<file path="src/rtl/multi_instr_scan.sv">
// Control-flow scanner for a realigned fetch block: classifies each slot,
// picks the first control-flow instruction, predicts its target and keeps
// a small circular return-address stack. One registered output stage.

package config_pkg;
    typedef struct packed {
        int unsigned VLEN;
        int unsigned XLEN;
    } cva6_cfg_t;

    localparam cva6_cfg_t cva6_cfg_empty = '{VLEN: 64, XLEN: 64};
endpackage

module multi_instr_scan #(
    parameter config_pkg::cva6_cfg_t CVA6Cfg = config_pkg::cva6_cfg_empty,
    parameter int unsigned NR_SLOTS  = 4,
    parameter int unsigned RAS_DEPTH = 2,
    localparam int unsigned VLEN     = CVA6Cfg.VLEN,
    localparam int unsigned SLOT_W   = (NR_SLOTS > 1) ? $clog2(NR_SLOTS) : 1,
    localparam int unsigned CNT_W    = $clog2(RAS_DEPTH + 1)
) (
    input  logic                     clk_i,
    input  logic                     rst_i,
    input  logic                     flush_i,
    input  logic                     valid_i,
    output logic                     ready_o,
    input  logic [NR_SLOTS*32-1:0]   instr_i,
    input  logic [NR_SLOTS*VLEN-1:0] addr_i,
    input  logic [NR_SLOTS-1:0]      slot_valid_i,
    output logic                     valid_o,
    input  logic                     ready_i,
    output logic                     cf_found_o,
    output logic [SLOT_W-1:0]        cf_slot_o,
    output logic [2:0]               cf_type_o,
    output logic [VLEN-1:0]          cf_target_o,
    output logic                     cf_target_valid_o,
    output logic [CNT_W-1:0]         ras_count_o
);

    localparam int unsigned PTR_W   = (RAS_DEPTH > 1) ? $clog2(RAS_DEPTH) : 1;
    localparam bit          CJAL_EN = (CVA6Cfg.XLEN == 32);

    typedef enum logic [2:0] {
        CF_NONE     = 3'd0,
        CF_BRANCH   = 3'd1,
        CF_JUMP     = 3'd2,
        CF_CALL     = 3'd3,
        CF_RETURN   = 3'd4,
        CF_INDIRECT = 3'd5
    } cf_type_e;

    typedef struct packed {
        cf_type_e        kind;
        logic            push;     // writes the link address onto the RAS
        logic            pop;      // removes the RAS top
        logic            imm_tgt;  // target is pc + immediate
        logic [VLEN-1:0] target;
        logic [VLEN-1:0] link;
    } slot_dec_t;

    function automatic logic is_link_reg(input logic [4:0] r);
        return (r == 5'd1) || (r == 5'd5);
    endfunction

    // A JALR that both returns and links is typed RETURN but still pushes,
    // giving the pop-then-push coroutine behaviour.
    function automatic slot_dec_t decode_slot(input logic [31:0] ins, input logic [VLEN-1:0] pc);
        slot_dec_t         d;
        logic signed [20:0] imm;
        logic [4:0]        rd;
        logic [4:0]        rs1;
        logic [4:0]        rs2c;
        d    = '0;
        imm  = '0;
        rd   = ins[11:7];
        rs1  = ins[19:15];
        rs2c = ins[6:2];
        if (ins[1:0] == 2'b11) begin
            d.link = pc + VLEN'(4);
            case (ins[6:0])
                7'b1100011: begin
                    d.kind    = CF_BRANCH;
                    d.imm_tgt = 1'b1;
                    imm       = {{8{ins[31]}}, ins[31], ins[7], ins[30:25], ins[11:8], 1'b0};
                end
                7'b1101111: begin
                    d.push    = is_link_reg(rd);
                    d.kind    = is_link_reg(rd) ? CF_CALL : CF_JUMP;
                    d.imm_tgt = 1'b1;
                    imm       = {ins[31], ins[19:12], ins[20], ins[30:21], 1'b0};
                end
                7'b1100111: begin
                    d.pop  = is_link_reg(rs1) && (rd != rs1);
                    d.push = is_link_reg(rd);
                    d.kind = d.pop ? CF_RETURN : (d.push ? CF_CALL : CF_INDIRECT);
                end
                default: ;
            endcase
        end else begin
            d.link = pc + VLEN'(2);
            if (ins[1:0] == 2'b01) begin
                case (ins[15:13])
                    3'b101: begin
                        d.kind    = CF_JUMP;
                        d.imm_tgt = 1'b1;
                        imm       = {{9{ins[12]}}, ins[12], ins[8], ins[10:9], ins[6], ins[7],
                                     ins[2], ins[11], ins[5:3], 1'b0};
                    end
                    3'b001: begin
                        if (CJAL_EN) begin
                            d.kind    = CF_CALL;
                            d.push    = 1'b1;
                            d.imm_tgt = 1'b1;
                            imm       = {{9{ins[12]}}, ins[12], ins[8], ins[10:9], ins[6], ins[7],
                                         ins[2], ins[11], ins[5:3], 1'b0};
                        end
                    end
                    3'b110, 3'b111: begin
                        d.kind    = CF_BRANCH;
                        d.imm_tgt = 1'b1;
                        imm       = {{12{ins[12]}}, ins[12], ins[6:5], ins[2], ins[11:10], ins[4:3], 1'b0};
                    end
                    default: ;
                endcase
            end else if (ins[1:0] == 2'b10 && ins[15:13] == 3'b100 && rs2c == 5'd0 && rd != 5'd0) begin
                if (ins[12]) begin
                    d.kind = CF_CALL;
                    d.push = 1'b1;
                end else begin
                    d.pop  = is_link_reg(rd);
                    d.kind = is_link_reg(rd) ? CF_RETURN : CF_INDIRECT;
                end
            end
        end
        d.target = pc + {{(VLEN-21){imm[20]}}, imm};
        return d;
    endfunction

    function automatic logic [PTR_W-1:0] ptr_inc(input logic [PTR_W-1:0] p);
        return (p == PTR_W'(RAS_DEPTH - 1)) ? '0 : p + PTR_W'(1);
    endfunction

    function automatic logic [PTR_W-1:0] ptr_dec(input logic [PTR_W-1:0] p);
        return (p == '0) ? PTR_W'(RAS_DEPTH - 1) : p - PTR_W'(1);
    endfunction

    slot_dec_t         dec [NR_SLOTS];
    logic              sel_found;
    logic [SLOT_W-1:0] sel_idx;
    slot_dec_t         sel_dec;
    logic [VLEN-1:0]   res_target;
    logic              res_tv;
    logic              accept;

    logic [VLEN-1:0]   ras_mem [RAS_DEPTH];
    logic [PTR_W-1:0]  ras_ptr;
    logic [PTR_W-1:0]  ras_ptr_nxt;
    logic [CNT_W-1:0]  ras_cnt;
    logic [CNT_W-1:0]  ras_cnt_nxt;
    logic              ras_we;

    logic              vld_p1;
    logic              found_p1;
    logic [SLOT_W-1:0] slot_p1;
    cf_type_e          type_p1;
    logic [VLEN-1:0]   target_p1;
    logic              tv_p1;

    // Decode every slot in parallel.
    always_comb begin
        for (int k = 0; k < NR_SLOTS; k++) begin
            dec[k] = decode_slot(instr_i[32*k +: 32], addr_i[VLEN*k +: VLEN]);
        end
    end

    // Priority pick of the lowest valid control-flow slot.
    always_comb begin
        sel_found = 1'b0;
        sel_idx   = '0;
        sel_dec   = '0;
        for (int k = 0; k < NR_SLOTS; k++) begin
            if (!sel_found && slot_valid_i[k] && dec[k].kind != CF_NONE) begin
                sel_found = 1'b1;
                sel_idx   = SLOT_W'(k);
                sel_dec   = dec[k];
            end
        end
    end

    // Target prediction: RAS top for returns, pc+imm for direct transfers.
    always_comb begin
        res_target = '0;
        res_tv     = 1'b0;
        if (sel_found) begin
            if (sel_dec.kind == CF_RETURN) begin
                if (ras_cnt != '0) begin
                    res_target = ras_mem[ras_ptr];
                    res_tv     = 1'b1;
                end
            end else if (sel_dec.imm_tgt) begin
                res_target = sel_dec.target;
                res_tv     = 1'b1;
            end
        end
    end

    assign ready_o = (~vld_p1 | ready_i) & ~flush_i & ~rst_i;
    assign accept  = valid_i & ready_o;

    // RAS next state: pop first, then push; a full stack wraps onto its oldest entry.
    always_comb begin
        ras_ptr_nxt = ras_ptr;
        ras_cnt_nxt = ras_cnt;
        ras_we      = 1'b0;
        if (accept && sel_found) begin
            if (sel_dec.pop && ras_cnt != '0) begin
                ras_ptr_nxt = ptr_dec(ras_ptr);
                ras_cnt_nxt = ras_cnt - CNT_W'(1);
            end
            if (sel_dec.push) begin
                ras_ptr_nxt = ptr_inc(ras_ptr_nxt);
                ras_we      = 1'b1;
                if (ras_cnt_nxt != CNT_W'(RAS_DEPTH)) begin
                    ras_cnt_nxt = ras_cnt_nxt + CNT_W'(1);
                end
            end
        end
    end

    // RAS pointer and occupancy.
    always_ff @(posedge clk_i) begin
        if (rst_i) begin
            ras_ptr <= '0;
            ras_cnt <= '0;
        end else begin
            ras_ptr <= ras_ptr_nxt;
            ras_cnt <= ras_cnt_nxt;
        end
    end

    // RAS entry storage; contents are only meaningful below the count.
    always_ff @(posedge clk_i) begin
        if (ras_we) begin
            ras_mem[ras_ptr_nxt] <= sel_dec.link;
        end
    end

    // Output stage p1: load on accept, drop on retire or flush, hold on stall.
    always_ff @(posedge clk_i) begin
        if (rst_i) begin
            vld_p1    <= 1'b0;
            found_p1  <= 1'b0;
            slot_p1   <= '0;
            type_p1   <= CF_NONE;
            target_p1 <= '0;
            tv_p1     <= 1'b0;
        end else if (flush_i) begin
            vld_p1 <= 1'b0;
        end else if (accept) begin
            vld_p1    <= 1'b1;
            found_p1  <= sel_found;
            slot_p1   <= sel_idx;
            type_p1   <= sel_dec.kind;
            target_p1 <= res_target;
            tv_p1     <= res_tv;
        end else if (ready_i) begin
            vld_p1 <= 1'b0;
        end
    end

    assign valid_o           = vld_p1;
    assign cf_found_o        = found_p1;
    assign cf_slot_o         = slot_p1;
    assign cf_type_o         = type_p1;
    assign cf_target_o       = target_p1;
    assign cf_target_valid_o = tv_p1;
    assign ras_count_o       = ras_cnt;

endmodule

</file>
<file path="config.mk">
export PLATFORM = sky130hd
export DESIGN_NAME = multi_instr_scan
export DESIGN_NICKNAME = d
export VERILOG_FILES = /design/src/rtl/multi_instr_scan.sv
export SDC_FILE = /design/constraint.sdc
export NUM_CORES = 2
export LEC_CHECK = 0
export ABC_AREA = 1
export BUFFER_PORTS_ARGS = -buffer_cell sky130_fd_sc_hd__buf_2
export CELL_PAD_IN_SITES_DETAIL_PLACEMENT = 0
export CELL_PAD_IN_SITES_GLOBAL_PLACEMENT = 1
export CORE_ASPECT_RATIO = 0.5
export CORE_MARGIN = 2
export CORE_UTILIZATION = 38
export CTS_CLUSTER_SIZE = 16
export DETAILED_ROUTE_END_ITERATION = 12
export PLACE_DENSITY = 0.8
export SETUP_SLACK_MARGIN = 0.4
export SYNTH_ARGS = -nofsm -noshare
export SYNTH_HDL_FRONTEND = slang
export SYNTH_SLANG_ARGS = --single-unit
</file>
<file path="constraint.sdc">
create_clock -name clk_i -period 7.3 [get_ports clk_i]
set_input_delay 1.825 -clock clk_i [delete_from_list [all_inputs] [get_ports clk_i]]
set_output_delay 1.825 -clock clk_i [all_outputs]
set_load 0.02 [all_outputs]
</file>
==> impl_metrics.json <==
{
  "yosys.area.top_type": "nand2_1",
  "ys_seq_area_frac": 0.131,
  "syn-num-nets": 7898,
  "fin_crit_sh": 0.894,
  "fin_skew_ns": 0.00701,
  "synth_top_family_by_area": "simple AND/OR/NAND/NOR gates",
  "cts_tree": "built",
  "synth_top_area_frac": 0.188,
  "finalHoldViolations": 0,
  "mostFrequentLayoutCells": "nand2_1 (2038), inv_1 (1042), nor2_1 (842), nand3_1 (493), buf_2 (467)",
  "clk_path_buf_depth": 3,
  "die_h_um": 236,
  "rsz0062_at_grt": "false",
  "min_period_ns": 6.53,
  "grt_usage": 0.412,
  "leakage_nw": 22.0,
  "slew_headroom": 0.0194,
  "whs_endpoint": "cf_target_o[32]$_SDFFE_PP0P_",
  "first_pass_iters": 6,
  "worst_pin_slew_ns": 1.46,
  "reg2reg_from": "ras_ptr$_SDFF_PP0_",
  "multi_input_area_sq_um": 30800,
  "cap_viol_max_count": 0,
  "drive_above_1_share": 0.0890,
  "crit_path_top_delay_cell": "a21oi_1",
  "fmax_mhz": 153,
  "finalPower_w": 0.00536,
  "yosys-mux-area-fraction": 0.0128,
  "crit_fanout": 40,
  "vias": 53300,
  "worst_ir_drop_vdd_uv": 154,
  "layout_commonest_cell": "nand2_1",
  "fin_setup_tns_ns": 0,
  "io_pins": 468,
  "portBuffers": 467,
  "setup_violations": 0,
  "ys_types": 73,
  "clock_latency_ns": 0.51,
  "placedCellCount": 9031,
  "dieArea_sq_um": 110000,
  "grt_pass1_wl_um": 332000,
  "cts_resized": 0,
  "synthSimpleGateAreaFrac": 0.413,
  "worstPathRequired_ns": 7.66,
  "synthToLayoutAreaGrowth_pct": 11.9,
  "postCtsSetupBuffers": 0,
  "synth-edff-count": 128,
  "crit_chain": "buf_2 -> inv_1 -> nor3_2 -> o21ai_0 -> o21ai_1 -> buf_4 -> nand3b_1 -> inv_1 -> buf_12 -> ha_1 -> nand2_1 -> nand2_1 -> o21bai_1 -> a21oi_1 -> nand3_1 -> xnor2_1 -> o22ai_1 -> a21oi_1 -> nand2_1 -> nand2_1 -> nand2_1 -> nand3_1 -> a21oi_1",
  "power.density_nw_per_um2": 118,
  "r2r_setup_slack_ns": 4.10,
  "start_kind": "input pin",
  "synth-xor-area-share": 0.0778,
  "start_util": 0.386,
  "whs_path_depth": 2,
  "syn_area_per_cell_sq_um": 5.65,
  "nets": 8318,
  "status": "finished clean",
  "grt_antenna_before_repair": 23,
  "drt-vias-per-instance": 5.87,
  "syn_area_sq_um": 40700,
  "row_count": 84,
  "coreArea_sq_um": 106000,
  "postCtsHoldBufs": 0,
  "cts_sinks": 203,
  "nFillCells": 12100,
  "regArea_sq_um": 5350,
  "yosysWarnings": 0,
  "detailed_place_hpwl_um": 204000,
  "synthArstFlopShare": 0,
  "drt_first_iter_violations": 8068,
  "slew_viol_final": 0,
  "synthAdderAreaFrac": 0.0898,
  "grt_max_degree": 98,
  "critPathArrivalTime_ns": 6.88,
  "gp_congestion": 1.10,
  "routed_wl_um": 238000,
  "final_cells": 9077,
  "syn_inst": 7215,
  "crit_type": "in -> reg",
  "drc": 0,
  "postLayoutCellArea_sq_um": 45600,
  "r2r_end": "ras_mem[0][55]$_DFFE_PP_",
  "cp_top_family": "compound AO/OA/AOI/OAI gates",
  "ant_nets": 0,
  "r2r_cells": 6,
  "grt_overflow": 0,
  "critPathMostFrequentCell": "nand2_1",
  "hold_class": "reg -> reg",
  "critPathBufInv": 5,
  "hp-start": "cf_target_o[32]$_SDFFE_PP0P_",
  "synthFlopType": "edfxtp_1",
  "root_buffer": "clkbuf_16",
  "placedInstanceArea_sq_um": 44900,
  "avgRoutedWirePerCell_um": 26.2,
  "critPathMaxStageDelay_ns": 0.53,
  "synth_seq_cells": 203,
  "path_clk_slew_ns": 0.06,
  "synth_compound_area_frac": 0.160,
  "dieWidth_um": 467,
  "ys_top_cells_by_area": "nand2_1 (19%), inv_1 (9.6%), edfxtp_1 (9.4%)",
  "htreeDepth": 1,
  "cp-end-kind": "register",
  "grt_pass1_vias": 47900,
  "numCtsBuffers": 21
}
[synthesized netlist by cell type (15+ instances only)]
cell type	instances
a21oi_1	459
mux2i_1	52
dfxtp_1	75
xor2_1	215
nand3_1	493
o22ai_1	18
xnor2_1	147
nor2_1	843
buf_2	63
a31oi_1	35
o21ai_0	367
nor4_1	126
nand3b_1	25
nand4_1	154
inv_1	1042
a21o_1	24
or2_2	36
inv_2	18
edfxtp_1	128
o21ai_1	45
o2111ai_1	39
o211ai_1	15
nor2_2	16
nand2_1	2039
o21a_1	23
clkbuf_1	53
o21bai_1	61
ha_1	286
nor3_1	165
[registers in the layout, indices dropped and copies added (netlist names)]
| register | cells |
|---|---|
| cf_target_o | 64 |
| cf_slot_o | 2 |
| cf_type_o | 3 |
| ras_count_o | 2 |
| ras_ptr | 1 |
| valid_o | 1 |
| cf_found_o | 1 |
| cf_target_valid_o | 1 |
| ras_mem | 128 |
[area by class of cell]
type | instances | share of cell area
Clock buffer | 26 | 0.0126
Sequential cell | 203 | 0.117
Multi-Input combinational cell | 5808 | 0.675
Tap cell | 1419 | 0.0390
Clock inverter | 11 | 0.00176
Inverter | 1061 | 0.0874
Timing Repair Buffer | 540 | 0.0666
Antenna cell | 9 | 0.000494
[kinds of logic (layout without fill, tap and decap cells)]
group	Yosys count	in the layout
AO/OA/AOI/OAI	1152	1152
XOR/XNOR	362	362
adder cells (fa/ha/maj)	290	290
buffers and inverters	1204	1638
flip-flops	203	203
multiplexers	52	52
other	0	9
AND/OR/NAND/NOR	3952	3952
[report_power, final]
group          internal, W  total (W)  switching (W)
Clock             0.000569    0.00104       0.000472
Sequential         0.00124    0.00124     0.00000379
Combinational     0.000842    0.00308        0.00224
Total              0.00265    0.00536        0.00271
[per-stage QoR]
step | hold WS [ns] | util | setup WS (ns)
2_1_floorplan | 0.545 | - | 0.428
3_3_place_gp | 0.450 | 0.425 | 0.574
3_5_place_dp | 0.455 | 0.425 | 0.596
4_1_cts | 0.465 | 0.431 | 1.11
5_1_grt | 0.486 | 0.432 | 0.557
6_report | 0.459 | 0.432 | 0.774
[per-layer routing]
layer  vias up  track usage  part of all wire
li1      24700            -                 -
met1     24900        0.602              0.43
met2      3342        0.587              0.40
met3       345       0.0991              0.14
met4         6        0.120             0.034
met5         -            0           0.00018
[worst min-delay path, delay by kind of cell (launching register included)]
kind / cells / cell delay (ns)
AO/OA/AOI/OAI: 1 / 0.05
flip-flops: 1 / 0.30
AND/OR/NAND/NOR: 1 / 0.06
[worst max-delay path by stage]
stage / depth (start not counted) / to / slack, ns / from
floorplan: 22 / ras_mem[0][0]$_DFFE_PP_ / 0.43 / instr_i[38]
global placement: 23 / cf_target_o[27]$_SDFFE_PP0P_ / 0.57 / instr_i[47]
detailed placement: 23 / cf_target_o[27]$_SDFFE_PP0P_ / 0.60 / instr_i[47]
CTS: 23 / cf_target_o[27]$_SDFFE_PP0P_ / 1.11 / instr_i[47]
global route: 25 / cf_target_o[27]$_SDFFE_PP0P_ / 0.56 / instr_i[47]
finish: 23 / cf_target_o[27]$_SDFFE_PP0P_ / 0.77 / instr_i[47]
(Power assumes the default switching activity.)
